$ cat config.mk
export PLATFORM = sky130hd
export DESIGN_NAME = i2c_data_rx_fifo
export DESIGN_NICKNAME = d
export VERILOG_FILES = /design/src/rtl/i2c_data_rx_fifo_pkg.sv /design/src/rtl/i2c_rx_fifo.sv /design/src/rtl/i2c_data_rx_fifo.sv
export SDC_FILE = /design/constraint.sdc
export NUM_CORES = 1
export LEC_CHECK = 0
export CORE_UTILIZATION = 62
export CTS_CLUSTER_DIAMETER = 120
export DETAILED_ROUTE_END_ITERATION = 6
export PLACE_DENSITY = 0.84
export RECOVER_POWER = 25
export SYNTH_ARGS = -nofsm -noshare
export SYNTH_HDL_FRONTEND = slang
export SYNTH_SLANG_ARGS = --single-unit
$ cat constraint.sdc
create_clock -name clk_i -period 4.6 [get_ports clk_i]
set_input_delay 0.46 -clock clk_i [delete_from_list [all_inputs] [get_ports clk_i]]
set_output_delay 0.46 -clock clk_i [all_outputs]
set_load 0.005 [all_outputs]
$ cat src/rtl/i2c_data_rx_fifo_pkg.sv
// Shared types and helpers for the I2C slave data-phase receiver.
// Holds the FSM state encoding, the ACK bus level and the shifter bit-placement helper.
package i2c_data_rx_fifo_pkg;

    typedef enum logic [1:0] {
        StRxBits   = 2'd0,
        StAckWait  = 2'd1,
        StAckDrive = 2'd2,
        StNackSlot = 2'd3
    } rx_state_e;

    // SDA level seen on the bus while the receiver pulls it for an ACK.
    localparam logic I2C_ACK_LEVEL = 1'b0;

    function automatic int unsigned bit_index(input int unsigned cnt,
                                              input int unsigned width,
                                              input bit          msb_first);
        return msb_first ? (width - 1 - cnt) : cnt;
    endfunction

endpackage

$ cat src/rtl/i2c_rx_fifo.sv
// Synchronous first-word-fall-through FIFO for received I2C words.
// The head is forced to zero while empty so the output is deterministic out of reset.
module i2c_rx_fifo #(
    parameter int unsigned WIDTH = 8,
    parameter int unsigned DEPTH = 4
) (
    input  logic                         clk_i,
    input  logic                         reset_n_i,
    input  logic                         push_i,
    input  logic [WIDTH-1:0]             data_i,
    input  logic                         pop_i,
    output logic [WIDTH-1:0]             data_o,
    output logic                         full_o,
    output logic                         empty_o,
    output logic [$clog2(DEPTH+1)-1:0]   count_o
);

    localparam int unsigned PtrW   = $clog2(DEPTH);
    localparam int unsigned CountW = $clog2(DEPTH + 1);

    logic [WIDTH-1:0]  mem_q [DEPTH];
    logic [PtrW-1:0]   wr_ptr_q, wr_ptr_d;
    logic [PtrW-1:0]   rd_ptr_q, rd_ptr_d;
    logic [CountW-1:0] count_q, count_d;
    logic              do_push, do_pop;

    assign empty_o = (count_q == '0);
    assign full_o  = (count_q == CountW'(DEPTH));
    assign count_o = count_q;
    assign data_o  = empty_o ? '0 : mem_q[rd_ptr_q];

    // A push into a full FIFO is accepted when the head leaves on the same edge.
    assign do_pop  = pop_i & ~empty_o;
    assign do_push = push_i & (~full_o | do_pop);

    always_comb begin
        wr_ptr_d = wr_ptr_q;
        rd_ptr_d = rd_ptr_q;
        count_d  = count_q;
        if (do_push) begin
            wr_ptr_d = wr_ptr_q + 1'b1;
        end
        if (do_pop) begin
            rd_ptr_d = rd_ptr_q + 1'b1;
        end
        unique case ({do_push, do_pop})
            2'b10:   count_d = count_q + 1'b1;
            2'b01:   count_d = count_q - 1'b1;
            default: count_d = count_q;
        endcase
    end

    always_ff @(posedge clk_i or negedge reset_n_i) begin
        if (!reset_n_i) begin
            wr_ptr_q <= '0;
            rd_ptr_q <= '0;
            count_q  <= '0;
        end else begin
            wr_ptr_q <= wr_ptr_d;
            rd_ptr_q <= rd_ptr_d;
            count_q  <= count_d;
        end
    end

    always_ff @(posedge clk_i) begin
        if (do_push) begin
            mem_q[wr_ptr_q] <= data_i;
        end
    end

endmodule

$ cat src/rtl/i2c_data_rx_fifo.sv
// I2C slave data-phase receiver: shifts SDA into words, buffers them in a FIFO and
// drives the ACK slot a fixed number of clocks after the last data bit.
module i2c_data_rx_fifo
    import i2c_data_rx_fifo_pkg::*;
#(
    parameter int unsigned WORD_BITS  = 8,
    parameter int unsigned MSB_FIRST  = 1,
    parameter int unsigned ACK_DELAY  = 4,
    parameter int unsigned FIFO_DEPTH = 4
) (
    input  logic                              clk_i,
    input  logic                              reset_n_i,
    input  logic                              en_i,
    input  logic                              sda_i,
    input  logic                              scl_sample_stb_i,
    output logic                              ack_drive_o,
    output logic                              nack_o,
    output logic [WORD_BITS-1:0]              rx_data_o,
    output logic                              rx_valid_o,
    input  logic                              rx_ready_i,
    output logic [$clog2(FIFO_DEPTH+1)-1:0]   rx_count_o
);

    localparam int unsigned CntW = $clog2(WORD_BITS);

    rx_state_e            state_q, state_d;
    logic [CntW-1:0]      bit_cnt_q, bit_cnt_d;
    logic [WORD_BITS-1:0] shifter_q, shifter_d;
    logic [WORD_BITS-1:0] word_next;
    logic [3:0]           delay_q, delay_d;
    logic                 nack_q;

    logic                 stb, last_bit, delay_done, room;
    logic                 push, pop, nack_set;
    logic                 fifo_full, fifo_empty;
    logic [CntW-1:0]      bit_idx;

    // Disable masks the strobe so a bit arriving as en_i falls is discarded.
    assign stb        = en_i & scl_sample_stb_i;
    assign last_bit   = (bit_cnt_q == CntW'(WORD_BITS - 1));
    assign delay_done = (delay_q == 4'(ACK_DELAY - 1));
    assign pop        = rx_valid_o & rx_ready_i;
    assign room       = ~fifo_full | pop;
    assign bit_idx    = CntW'(bit_index(32'(bit_cnt_q), WORD_BITS, MSB_FIRST != 0));

    always_comb begin
        word_next          = shifter_q;
        word_next[bit_idx] = sda_i;
    end

    // FSM state register.
    always_ff @(posedge clk_i or negedge reset_n_i) begin
        if (!reset_n_i) begin
            state_q <= StRxBits;
        end else begin
            state_q <= state_d;
        end
    end

    // FSM next state.
    always_comb begin
        state_d = state_q;
        if (!en_i) begin
            state_d = StRxBits;
        end else begin
            unique case (state_q)
                StRxBits: begin
                    if (stb && last_bit) begin
                        state_d = room ? StAckWait : StNackSlot;
                    end
                end
                StAckWait: begin
                    if (delay_done) begin
                        state_d = StAckDrive;
                    end
                end
                StAckDrive, StNackSlot: begin
                    if (stb) begin
                        state_d = StRxBits;
                    end
                end
                default: state_d = StRxBits;
            endcase
        end
    end

    // FSM outputs; ack follows state so an async reset releases SDA immediately.
    always_comb begin
        ack_drive_o = (state_q == StAckDrive);
        push        = (state_q == StRxBits) & stb & last_bit & room;
        nack_set    = (state_q == StRxBits) & stb & last_bit & ~room;
    end

    // Datapath next state: shifter, bit counter and ACK delay counter.
    always_comb begin
        bit_cnt_d = bit_cnt_q;
        shifter_d = shifter_q;
        delay_d   = '0;
        if (!en_i) begin
            bit_cnt_d = '0;
            shifter_d = '0;
        end else begin
            if ((state_q == StRxBits) && stb) begin
                if (last_bit) begin
                    bit_cnt_d = '0;
                    shifter_d = '0;
                end else begin
                    bit_cnt_d = bit_cnt_q + 1'b1;
                    shifter_d = word_next;
                end
            end
            if ((state_q == StAckWait) && !delay_done) begin
                delay_d = delay_q + 1'b1;
            end
        end
    end

    always_ff @(posedge clk_i or negedge reset_n_i) begin
        if (!reset_n_i) begin
            bit_cnt_q <= '0;
            shifter_q <= '0;
            delay_q   <= '0;
            nack_q    <= 1'b0;
        end else begin
            bit_cnt_q <= bit_cnt_d;
            shifter_q <= shifter_d;
            delay_q   <= delay_d;
            nack_q    <= nack_set;
        end
    end

    assign nack_o     = nack_q;
    assign rx_valid_o = ~fifo_empty;

    i2c_rx_fifo #(
        .WIDTH (WORD_BITS),
        .DEPTH (FIFO_DEPTH)
    ) u_fifo (
        .clk_i     (clk_i),
        .reset_n_i (reset_n_i),
        .push_i    (push),
        .data_i    (word_next),
        .pop_i     (pop),
        .data_o    (rx_data_o),
        .full_o    (fifo_full),
        .empty_o   (fifo_empty),
        .count_o   (rx_count_o)
    );

endmodule

==> results by stage <==
Worst setup path:
- The maximum fanout encountered on the critical timing path is 14.
- Traced cell by cell, the critical path runs through clkdlybuf4s50_1, nor3b_2, nand4_4, ha_1, inv_1, fa_1, xor2_1, nor2_1, xor2_1.
- Data arrives at the worst endpoint at 2920 ps.
- The class of the most critical setup path is in2reg.
- The worst path required time is 4810 ps.
- STA classifies the critical path startpoint as an input pin.
- The library cell appearing most often on the critical path is xor2_1.
- For this design, the slowest cell found on the critical path is nor3b_2.
- The maximum cell stage delay along the critical path is 820 ps.
- The worst register-to-register path has a depth of 8.
- The endpoint of the worst register-to-register path is u_fifo.count_o[2].
- Across all register-to-register paths, the minimum setup slack is 2060 ps.
- The reg-to-reg startpoint is state_q[1].
- The capturing element type of the critical path is a flop.

STA:
- The worst clock skew is 7.37 ps.
- Setup repair after global routing left no endpoint under its margin.
- In the final timing run, aggregate negative setup slack is 0 ps.
- At the pin with the least slew margin, the transition time is 1100 ps.
- The post-route fraction of the period consumed by the critical path is 58.9%.
- The max-slew violation count is 0.
- The final count of negative-setup-slack endpoints is 0.
- For the finished layout, the period the worst path requires is 2710 ps.
- Final hold analysis gives a worst-case slack of 475 ps.
- The achievable clock frequency is 369 MHz.
- In this run the tightest slew margin relative to its limit is 26.7%.
- The count of final hold-check violations is 0.

Place:
- The congestion estimate from routability-driven global placement came to 0.798.
- Port buffering added 19 buffers.
- The number of placed instances, taps included, is 232.
- The sum of net half-perimeters after detailed placement is 3.17 mm.

Power:
- Power comes to 1.39 mW.
- The static leakage power is 1.18 nW.
- The power per cell area is 467 mW/mm².
- The maximum vdd drop is 0.264 mV.

Global routing:
- The via count of the first global-routing pass is 1511.
- Entering global routing, the biggest net connects 26 pins.
- For this run, the total global-route usage over all layers was measured as 23.9%.
- The initial antenna violation count is 0.
- The remaining global-route overflow is 0.
- The first global-routing pass estimated 7.20 mm of wire.

Synthesis:
- Sorting the synthesized cells by area gives the leading types as edfxtp_1 37%, dfrtp_1 24%, mux4_2 7.0%, mux2_2 3.9%, ha_1 3.9%.
- The post-synthesis average cell area is 15.1 µm².
- Synthesis instantiated 31 different standard cells from the library.
- The net count after synthesis is 185.
- The cell type with the largest total area after synthesis is edfxtp_1.
- In the synthesized netlist, the number of instances is 170.
- The post-synthesis instance area is 0.00257 mm².
- Yosys printed 0 warnings.
- After synthesis the netlist holds a flip-flop and latch count of 57.
- After synthesis, the largest area contributor takes up 37.4% of total cell area.
- Of the synthesized area, sequential elements account for 61.7%.

Finish:
- The final net count is 208.
- The filler cells instantiated in the layout total 253.
- The combined flip-flop and latch cell area is 0.00159 mm².
- The repair_antennas step left the layout with diodes totalling 0.
- The final core area utilization is 74.3%.
- The synthesis-to-layout area growth is 15.5%.
- The multi-input combinational cells in the finished layout cover a total of 915 µm².
- The library cell used most frequently in the layout, excluding fill and tap cells, is edfxtp_1.
- The top cell types in the final layout, fill and taps aside, are 32 x edfxtp_1, 25 x dfrtp_1, 17 x clkdlybuf4s50_1.
- The non-filler instance count after layout is 248.
- The layout cell share with drive strength beyond 1 is 14.1%.

Clock network:
- The buffer depth of the longest clock path is 2.
- In this run the clock root is driven by a clkbuf_8.
- Clock-pin slew was measured on the worst setup and hold paths at 60 ps.
- The number of buffers inserted by post-CTS setup repair is 0.
- Post-CTS repair changed the size of 0 cells.
- The clock tree synthesis step divided the H-tree into 3 levels.
- Hold repair after CTS inserted 0 buffers.
- At the later pin of the worst-skew pair, clock insertion delay measures 330 ps.
- The total number of clock tree sinks is 57.
- TritonCTS built the clock tree.
- The number of buffers created by CTS is 9.

Route:
- The detailed-route wire length per cell is 17.6 µm.
- The number of nets with antenna violations after routing is 0.
- The total via count in the routed design is 1458.
- Wires add up to 4.36 mm.
- After detailed routing, the number of vias per cell comes to 5.88.
- The first detailed-routing pass ran for 4 iterations.
- After the first detailed-routing iteration, the DRC count stood at 89.
- After detailed routing, the number of remaining DRC violations is 0.

Floorplan:
- The region available for standard cell placement spans 0.00400 mm².
- The die is 66.4 µm wide.
- After floorplanning, the core was divided into 23 placement rows.
- The die covers 0.00441 mm².
- Measured along the y axis, the die boundary spans 66.4 µm.
- In this run the count of I/O pins placed on the die edge is 20.
- For this configuration, the core starts out at a cell density of 64.3%.

Min path:
- The path with the worst hold slack has its endpoint at delay_q[0].
- The worst hold path stage count is 1.
- The start point of the worst hold path is delay_q[0].
- In this run the worst hold path is classified as reg2reg.

Run:
- Across the run, the number of max-cap violations was 0.

Outcome:
- The flow ran to the end, and the final reports show no timing, DRC or antenna violations.
-- cell type report --
| class | instances | area share (%) |
|---|---|---|
| Clock buffer | 12 | 4.55 |
| Clock inverter | 4 | 1.47 |
| Inverter | 10 | 1.26 |
| Multi-Input combinational cell | 96 | 30.8 |
| Sequential cell | 57 | 53.4 |
| Tap cell | 50 | 2.11 |
| Timing Repair Buffer | 19 | 6.40 |
-- layer usage --
| layer | GRT usage, % | vias up | share of wire (%) |
|---|---|---|---|
| li1 | - | 672 | - |
| met1 | 28.0 | 727 | 41 |
| met2 | 39.7 | 45 | 51 |
| met3 | 7.93 | 14 | 5.1 |
| met4 | 11.4 | 0 | 2.7 |
| met5 | 0 | - | 0 |
-- kinds of logic after synthesis --
family / count (synthesis) / share of synthesized area (%)
AO/OA/AOI/OAI: 12 / 4.82
XOR/XNOR: 9 / 3.07
adder cells (fa/ha/maj): 9 / 4.67
buffers and inverters: 17 / 2.73
flip-flops: 57 / 61.7
multiplexers: 20 / 12.1
AND/OR/NAND/NOR: 46 / 10.9
-- critical path, delay by kind of cell --
family / cells / cell delay [ps]
xor+xnor: 2 / 280
fa+ha+maj: 2 / 480
buf+inv: 2 / 570
simple gates: 3 / 1120
-- synth_stat cells --
| cell | count |
|---|---|
| edfxtp_1 | 32 |
| o21ba_1 | 1 |
| nor3_1 | 2 |
| a32o_1 | 8 |
| nand2_1 | 2 |
| xor2_1 | 4 |
| nand4_4 | 1 |
| buf_4 | 1 |
| fa_1 | 1 |
| or3_2 | 1 |
| o41ai_2 | 1 |
| buf_2 | 2 |
| o31ai_1 | 1 |
| nand3b_1 | 4 |
| xnor2_1 | 5 |
| nor3b_2 | 1 |
| a21bo_2 | 1 |
| or3_1 | 1 |
| inv_1 | 10 |
| clkbuf_1 | 4 |
| nor3b_1 | 4 |
| mux2i_1 | 3 |
| mux4_2 | 8 |
| nor2_1 | 14 |
| mux2_2 | 9 |
| and2_1 | 10 |
| dfrtp_1 | 25 |
| ha_1 | 8 |
| nor2b_1 | 1 |
| nand3_1 | 4 |
| or4b_4 | 1 |
-- power by group --
part / total [mW] / internal [mW] / switching [mW] / leakage, nW
Combinational: 0.335 / 0.224 / 0.112 / 0.453
Sequential: 0.627 / 0.567 / 0.0601 / 0.638
Clock: 0.425 / 0.247 / 0.178 / 0.0918
Total: 1.39 / 1.04 / 0.350 / 1.18
-- flip-flops by register name (all words and copies together) (netlist names) --
name / cells
u_fifo.count_o: 3
delay_q: 4
shifter_q: 8
u_fifo.wr_ptr_q: 2
u_fifo.rd_ptr_q: 2
u_fifo.mem_q: 32
nack_o: 1
state_q: 2
bit_cnt_q: 3
-- stage by stage --
step | area (µm²) | setup slack [ps]
detailed placement | 2790 | 1600
global placement | 2790 | 1690
floorplan | 2570 | 2420
global route | 2970 | 1750
CTS | 2970 | 1850
finish | 2970 | 1890
-- worst max-delay path by stage --
stage                  startpoint            endpoint  slack, ps  cells past startpoint
2_1_floorplan   u_fifo.count_o[0]   u_fifo.count_o[2]       2420                      8
3_3_place_gp     scl_sample_stb_i   u_fifo.count_o[2]       1690                      9
3_5_place_dp     scl_sample_stb_i  u_fifo.mem_q[1][4]       1600                      4
4_1_cts        u_fifo.rd_ptr_q[0]        rx_data_o[4]       1850                      3
5_1_grt          scl_sample_stb_i   u_fifo.count_o[2]       1750                      9
6_report         scl_sample_stb_i   u_fifo.count_o[2]       1890                      9
No activity file was read; power rests on OpenSTA's default activity.
